<file path="src/rtl/identity_pipe.sv">
// -----------------------------------------------------------------------------
// identity_pipe
//
// Elastic chain of DEPTH register stages that moves WIDTH-bit beats from the
// upstream port to the downstream port unmodified and in order. Each stage
// holds one data register and one valid bit. A stage takes a new beat
// whenever it is empty or its own contents are moving on at the same edge.
// This gives full throughput and a fill latency of DEPTH-1 edges.
//
// Parameters
//   WIDTH  data bits per beat (>= 1)
//   DEPTH  number of register stages (>= 1)
//   OCC_W  width of the occupancy output
//
// Ports
//   clk        rising-edge clock for all state
//   rst        synchronous active-high reset (clears valid bits and data)
//   flush      synchronous clear of all in-flight beats (data left as is)
//   in_valid   upstream beat present
//   in_ready   block accepts the upstream beat this cycle
//   in         upstream data
//   out_valid  downstream beat present (last stage valid register)
//   out_ready  downstream accepts the beat this cycle
//   out        downstream data (last stage data register)
//   occupancy  number of stages currently holding a valid beat
//
// Optional build feature (macro IDENTITY_PIPE_STATS_EN)
//   Defining IDENTITY_PIPE_STATS_EN adds a 32-bit output beat_count. It counts
//   output transfers, wraps naturally, clears on rst and is kept on flush.
//   With the macro undefined, the port and its counter do not exist.
// -----------------------------------------------------------------------------
module identity_pipe #(
  parameter int WIDTH = 8,
  parameter int DEPTH = 2,
  parameter int OCC_W = $clog2(DEPTH + 1)
) (
  input  logic             clk,
  input  logic             rst,
  input  logic             flush,
  input  logic             in_valid,
  output logic             in_ready,
  input  logic [WIDTH-1:0] in,
  output logic             out_valid,
  input  logic             out_ready,
  output logic [WIDTH-1:0] out,
  output logic [OCC_W-1:0] occupancy
`ifdef IDENTITY_PIPE_STATS_EN
  ,
  output logic [31:0]      beat_count
`endif
);

  // ---------------------------------------------------------------------------
  // Helpers
  // ---------------------------------------------------------------------------

  // Number of set bits in a stage valid vector.
  function automatic logic [OCC_W-1:0] count_valid(input logic [DEPTH-1:0] v);
    logic [OCC_W-1:0] n;
    n = {OCC_W{1'b0}};
    for (int k = 0; k < DEPTH; k++) begin
      n = n + OCC_W'(v[k]);
    end
    return n;
  endfunction

  // ---------------------------------------------------------------------------
  // Stage state
  // ---------------------------------------------------------------------------
  logic [DEPTH-1:0] valid_r;
  logic [WIDTH-1:0] data_r [DEPTH];
  logic [OCC_W-1:0] occ_r;

  // ---------------------------------------------------------------------------
  // Combinational control
  // ---------------------------------------------------------------------------
  logic [DEPTH-1:0] ready_s;       // stage k can take a beat at this edge
  logic [DEPTH-1:0] prev_valid_s;  // valid bit offered to stage k
  logic [WIDTH-1:0] prev_data_s [DEPTH];
  logic [DEPTH-1:0] valid_nxt_s;   // valid vector after this edge
  logic [DEPTH-1:0] load_s;        // stage k captures new data at this edge

  // Readiness ripples back from out_ready. A stage is ready when it is empty
  // or the stage ahead is ready. A running scalar is used so that the vector
  // never reads its own bits.
  always_comb begin
    logic rdy_v;
    ready_s = {DEPTH{1'b0}};
    rdy_v   = out_ready;
    for (int k = DEPTH - 1; k >= 0; k--) begin
      rdy_v      = ~valid_r[k] | rdy_v;
      ready_s[k] = rdy_v;
    end
  end

  // The upstream side of each stage: the input port for stage 0, otherwise
  // the stage just behind it.
  always_comb begin
    prev_valid_s    = {DEPTH{1'b0}};
    for (int k = 0; k < DEPTH; k++) begin
      prev_data_s[k] = {WIDTH{1'b0}};
    end
    prev_valid_s[0] = in_valid;
    prev_data_s[0]  = in;
    for (int k = 1; k < DEPTH; k++) begin
      prev_valid_s[k] = valid_r[k-1];
      prev_data_s[k]  = data_r[k-1];
    end
  end

  // Next valid vector and data load enables. A ready stage takes whatever
  // is offered behind it, which may be a bubble. A stage that is not ready
  // holds. Flush empties every stage and drops the offered beat.
  always_comb begin
    valid_nxt_s = valid_r;
    load_s      = {DEPTH{1'b0}};
    if (flush) begin
      valid_nxt_s = {DEPTH{1'b0}};
      load_s      = {DEPTH{1'b0}};
    end else begin
      for (int k = 0; k < DEPTH; k++) begin
        if (ready_s[k]) begin
          valid_nxt_s[k] = prev_valid_s[k];
          load_s[k]      = prev_valid_s[k];
        end else begin
          valid_nxt_s[k] = valid_r[k];
          load_s[k]      = 1'b0;
        end
      end
    end
  end

  // ---------------------------------------------------------------------------
  // Registers
  // ---------------------------------------------------------------------------

  // Stage valid bits and occupancy. Occupancy is registered from the same
  // next-state vector, so it always equals the count of valid stages.
  always_ff @(posedge clk) begin
    if (rst) begin
      valid_r <= {DEPTH{1'b0}};
      occ_r   <= {OCC_W{1'b0}};
    end else begin
      valid_r <= valid_nxt_s;
      occ_r   <= count_valid(valid_nxt_s);
    end
  end

  // Stage data registers. These load only when a real beat arrives, so idle
  // stages do not toggle. They are zeroed on reset so that no X is visible.
  always_ff @(posedge clk) begin
    if (rst) begin
      for (int k = 0; k < DEPTH; k++) begin
        data_r[k] <= {WIDTH{1'b0}};
      end
    end else begin
      for (int k = 0; k < DEPTH; k++) begin
        if (load_s[k]) begin
          data_r[k] <= prev_data_s[k];
        end else begin
          data_r[k] <= data_r[k];
        end
      end
    end
  end

`ifdef IDENTITY_PIPE_STATS_EN
  logic        xfer_out_s;
  logic [31:0] beat_count_r;

  // An output transfer is the last stage presenting a beat that the
  // downstream side accepts. This includes an edge where flush is high,
  // because that beat has really left the block.
  always_comb begin
    xfer_out_s = valid_r[DEPTH-1] & out_ready;
  end

  // Output transfer counter. It wraps through zero and is cleared only by
  // rst, not by flush.
  always_ff @(posedge clk) begin
    if (rst) begin
      beat_count_r <= 32'd0;
    end else if (xfer_out_s) begin
      beat_count_r <= beat_count_r + 32'd1;
    end else begin
      beat_count_r <= beat_count_r;
    end
  end

  assign beat_count = beat_count_r;
`else
  // Statistics disabled: no counter state exists in this build.
`endif

  // ---------------------------------------------------------------------------
  // Outputs
  // ---------------------------------------------------------------------------
  // While flush is high every stage empties, so any offered beat is absorbed
  // (and discarded). For that reason in_ready reads 1.
  assign in_ready  = flush | ready_s[0];
  assign out_valid = valid_r[DEPTH-1];
  assign out       = data_r[DEPTH-1];
  assign occupancy = occ_r;

endmodule

</file>
<file path="config.mk">
export PLATFORM = sky130hd
export DESIGN_NAME = identity_pipe
export DESIGN_NICKNAME = d
export VERILOG_FILES = /design/src/rtl/identity_pipe.sv
export SDC_FILE = /design/constraint.sdc
export NUM_CORES = 1
export LEC_CHECK = 0
export CORE_MARGIN = 4
export CORE_UTILIZATION = 44
export DETAILED_ROUTE_END_ITERATION = 8
export PLACE_DENSITY_LB_ADDON = 0.15
export REMOVE_ABC_BUFFERS = 1
export SYNTH_ARGS = -nofsm -noshare
export SYNTH_HDL_FRONTEND = slang
export SYNTH_SLANG_ARGS = --single-unit
</file>
<file path="constraint.sdc">
create_clock -name clk -period 1.4 [get_ports clk]
set_input_delay 0.14 -clock clk [delete_from_list [all_inputs] [get_ports clk]]
set_output_delay 0.14 -clock clk [all_outputs]
set_load 0.01 [all_outputs]
</file>
# [Yosys cells after proc, flatten, opt, wreduce, memory -nomap -nowiden]
# Memory sizes are Yosys's and may differ from the RTL's.
# Cells that the tools add are included.
[op_classes] addsub=1 mux=24 bitwise_logic=9
[op_table] op="$mux W8" n=4
[op_table] op="$mux W1" n=18
[op_table] op="$or A1 B1 Y1" n=7
[op_table] op="$mux W2" n=2
[op_table] op="$add A1 B1 Y2" n=1
[op_table] op="$not A1 Y1" n=2
[word_totals] ff_bits=4 ram_bits=16 input_bits=13 elab_cells=37 memories=1
[mem_list] name="data_r" words=2 width=8 rd=2 rd_clocked_by_memory_dff=0 wr=2 line_no="71" source="logic [WIDTH-1:0] data_r [DEPTH];"

# [Logic depth before layout (Yosys ltp)]
[logic_depth] word_depth=10 ltp_mapped=4 mapped_depth_nobuf=4

# [Least setup slack after synthesis]
# No wires, ideal clock.
[synth_path] path_type="reg-to-reg" startpoint="register valid_r[1]" endpoint="register occ_r[0] (netlist: occupancy[0])" setup_ps=118 arrival_ps=1034 t_required_ps=1282 path_slack_ps=249 stages_incl_launch_ff=5 n_path_buf=0 period_less_slack_ps=1151 path_cell_list="dfxtp_1 nand3b_1 a21oi_1 ha_1 nor2b_1"
[synth_between] elab_chain_len=6 word_cells_on_any_way=7 classes_between="add/sub (1); mux (3); bitwise (3)"
[synth_lines] item="from (decl)" line_no="70" source="logic [DEPTH-1:0] valid_r;"
[synth_lines] item="from (signal assigned)" line_no="141" source="valid_r <= {DEPTH{1'b0}};"
[synth_lines] item="from (signal assigned)" line_no="144" source="valid_r <= valid_nxt_s;"
[synth_lines] item="$not A1 Y1" line_no="91" source="rdy_v = ~valid_r[k] | rdy_v;"
[synth_lines] item="$or A1 B1 Y1 (2 in a row)" line_no="91"
[synth_lines] item="$mux W1" line_no="122" source="if (ready_s[k]) begin"
[synth_lines] item="$mux W2" line_no="117" source="if (flush) begin"
[synth_lines] item="named net valid_nxt_s[0]" line_no="80" source="logic [DEPTH-1:0] valid_nxt_s;"
[synth_lines] item="$add A1 B1 Y2" line_no="62" source="n = n + OCC_W'(v[k]);"
[synth_lines] item="to (signal assigned)" line_no="142" source="occ_r <= {OCC_W{1'b0}};"
[synth_lines] item="to (signal assigned)" line_no="145" source="occ_r <= count_valid(valid_nxt_s);"
[synth_lines] item="to (decl)" line_no="72" source="logic [OCC_W-1:0] occ_r;"
# The timed path passes the listed nets, and every way through them passes these cells.
# A chain may end at the register's enable or synchronous reset.

==> metrics.yaml <==
critical_path:
  worst-path-buf-inv: 1
  cp-start-kind: "flop"
  critPathCaptureType: "output pin"
  reg2reg_depth: 2
  worstSetupPathType: "flop to output pin"
  r2r_setup_slack_ns: 0.22
  cp_slowest_cell: "clkdlybuf4s50_1"
  worst_ep_arrival_time_ns: 1.18
  cp_max_fo: 1
  r2r-end: "data_r[1][6]"
  cp.required_ns: 1.26
  crit_chain: "clkdlybuf4s50_1"
  cp_top_family: "buffers and inverters"
  reg2reg_from: "valid_r[0]"
  cp_slowest_stage_delay_ns: 0.54
  worstSetupStartpoint: "data_r[1][0]"
sta:
  fmax_mhz: 756
  fin_skew_ns: 0.00655
  tightestPinTransition_ns: 0.331
  slew_headroom_pct: 77.9
  timing_hold_violations_final: 0
  rsz0062_at_grt: "no"
  fin_crit_sh_pct: 94.4
  finalSetupViolations: 0
  slew_viol_final: 0
  period_minus_slack_ns: 1.32
grt:
  grt_pass1_vias: 462
  overflow: 0
  antenna_found_initial: 0
  grt_pass1_wl_um: 1950
  grt_max_degree: 13
  grt_usage_pct: 10.4
finish:
  drive_above_1_share_pct: 15.3
  finalNonFillerCells: 110
  area_delta_synth_final_pct: 44.7
  finalNetCount: 100
  diodes: 0
  n_fill_cell: 126
drt:
  dr.pass1.iters: 3
  ant_nets: 0
  drc_errors: 0
  wl_per_cell_um: 10.7
  routed_wl_um: 1180
  initialDrtViolationCount: 2
  via_per_inst: 4.40
  vias: 484
floorplanning:
  die_area_um2: 2540
  die-width_um: 50.4
  die_h_um: 50.4
  initial_utilization_pct: 46.2
  pin_count: 25
  core-area_um2: 1710
  fp-row-count: 15
synthesis:
  avgSynthCellArea_um2: 14.6
  yosysMostFrequentCell: "nor2b_1"
  yosysTopAreaCell: "edfxtp_1"
  synthTopCellsByArea: "edfxtp_1 (61%), nor2b_1 (15%), dfxtp_1 (10%)"
  syn-cell-area_um2: 790
  synth_edf_count: 16
  synthCells: 54
  ys_types: 14
  yosys-top-cells-count: "nor2b_1 (19), edfxtp_1 (16), dfxtp_1 (4)"
  synth-main-ff-cell: "edfxtp_1"
  yosysSeqAreaShare_pct: 71.0
  yosys_warnings: 0
  async_flop_share_pct: 0
  yosysTopAreaCellShare_pct: 60.9
  ys_ff_latch: 20
worst_hold_path:
  min-delay-path-class: "primary input to flop"
  hp-start: "in_valid"
  holdPathStages: 3
  min_to: "valid_r[0]"
placement:
  portBuffers: 24
  dp_cells: 106
  gp_congestion: 0.648
  dp_hpwl_um: 926
cts:
  cts_htree_levels: 1
  cts_root_buf: "clkbuf_4"
  clock_latency_ns: 0.29
  tritoncts: "yes"
  clock_sinks: 20
  numCtsBuffers: 3
  cts_setup_buffers: 0
  clk_pin_slew_ns: 0.12
  clockBufferDepth: 2
power_and_ir_drop:
  ir_drop_v: 0.000710
  p_leak_nw: 0.441
  total_power_mw: 1.29
  powerDensity_nw_per_um2: 1130
status:
  status: "complete, no violations"
run:
  maxCapViolCount: 0
-- cell families after synthesis --
logic type / Yosys count / share of synthesized area [%]
simple gates: 22 / 17.9
compound gates: 6 / 6.50
flops: 20 / 71.0
buf+inv: 5 / 3.01
fa+ha+maj: 1 / 1.58
-- power breakdown --
part	leakage (nW)	total, mW	switching, mW	internal, mW
sequential	0.199	0.692	0.00900	0.683
combinational	0.214	0.139	0.0532	0.0856
clock	0.0279	0.462	0.173	0.289
total	0.441	1.29	0.235	1.06
-- metrics by stage --
step           setup slack [ns]  utilization (%)  TNS, ns  hold slack [ns]  cell area (um2)
2_1_floorplan             0.252                -        0            0.205              777
3_3_place_gp            -0.0825             63.6   -0.974            0.496             1090
3_5_place_dp             -0.103             63.6    -1.61            0.489             1090
4_1_cts                  0.0241             66.7        0            0.439             1140
5_1_grt                 0.00263             66.9        0            0.453             1140
6_report                 0.0777             66.9        0            0.450             1140
-- timing repair --
action | 4_1_cts | 5_1_grt
gates resized for setup | 2 | 1
pin swaps | 0 | 0
setup endpoints to repair | 1 | 1
hold buffers | 0 | 0
-- cell type report --
| class | instances | area, um2 | area share (%) |
|---|---|---|---|
| Tap cell | 25 | 31.3 | 2.74 |
| Inverter | 3 | 11.3 | 0.986 |
| Clock buffer | 3 | 22.5 | 1.97 |
| Clock inverter | 1 | 30.0 | 2.63 |
| Timing Repair Buffer | 29 | 279 | 24.4 |
| Multi-Input combinational cell | 29 | 208 | 18.2 |
| Sequential cell | 20 | 561 | 49.1 |
-- how the worst max path moves through the flow --
stage	depth (start not counted)	to	slack [ns]
3_3_place_gp	4	in_ready	-0.08
3_5_place_dp	4	data_r[1][1]	-0.10
4_1_cts	1	out_valid	0.02
5_1_grt	3	in_ready	0.003
6_report	1	out[0]	0.08
2_1_floorplan	4	occupancy[0]	0.25
-- flip-flops by register name, summed over array words and instances, names as in the netlist --
signal and flops:
data_r 16, valid_r 2, occupancy 2
-- cell usage in the layout (no fill, tap or decap) --
| cell | instances |
|---|---|
| a31o_1 | 1 |
| edfxtp_1 | 16 |
| dlymetal6s2s_1 | 1 |
| nor2b_1 | 18 |
| nand3b_1 | 1 |
| a211oi_2 | 2 |
| buf_4 | 5 |
| dlygate4sd2_1 | 1 |
| dfxtp_1 | 4 |
| nand2b_2 | 1 |
| bufinv_16 | 1 |
| a21o_1 | 1 |
| inv_1 | 3 |
| nor2b_2 | 1 |
| a21oi_1 | 2 |
| nand2b_1 | 1 |
| clkdlybuf4s50_1 | 22 |
| ha_1 | 1 |
| clkbuf_4 | 3 |
-- per-layer routing --
metal / share of wire [%] / up-vias / routed length, um / GRT usage (%)
li1: - / 247 / - / -
met1: 43 / 213 / 507 / 12.1
met2: 46 / 22 / 547 / 17.6
met3: 9.5 / 2 / 112 / 2.67
met4: 1.0 / 0 / 12 / 5.38
met5: 0 / - / 0 / 0
Note: power is estimated with default switching activity, not from simulation.
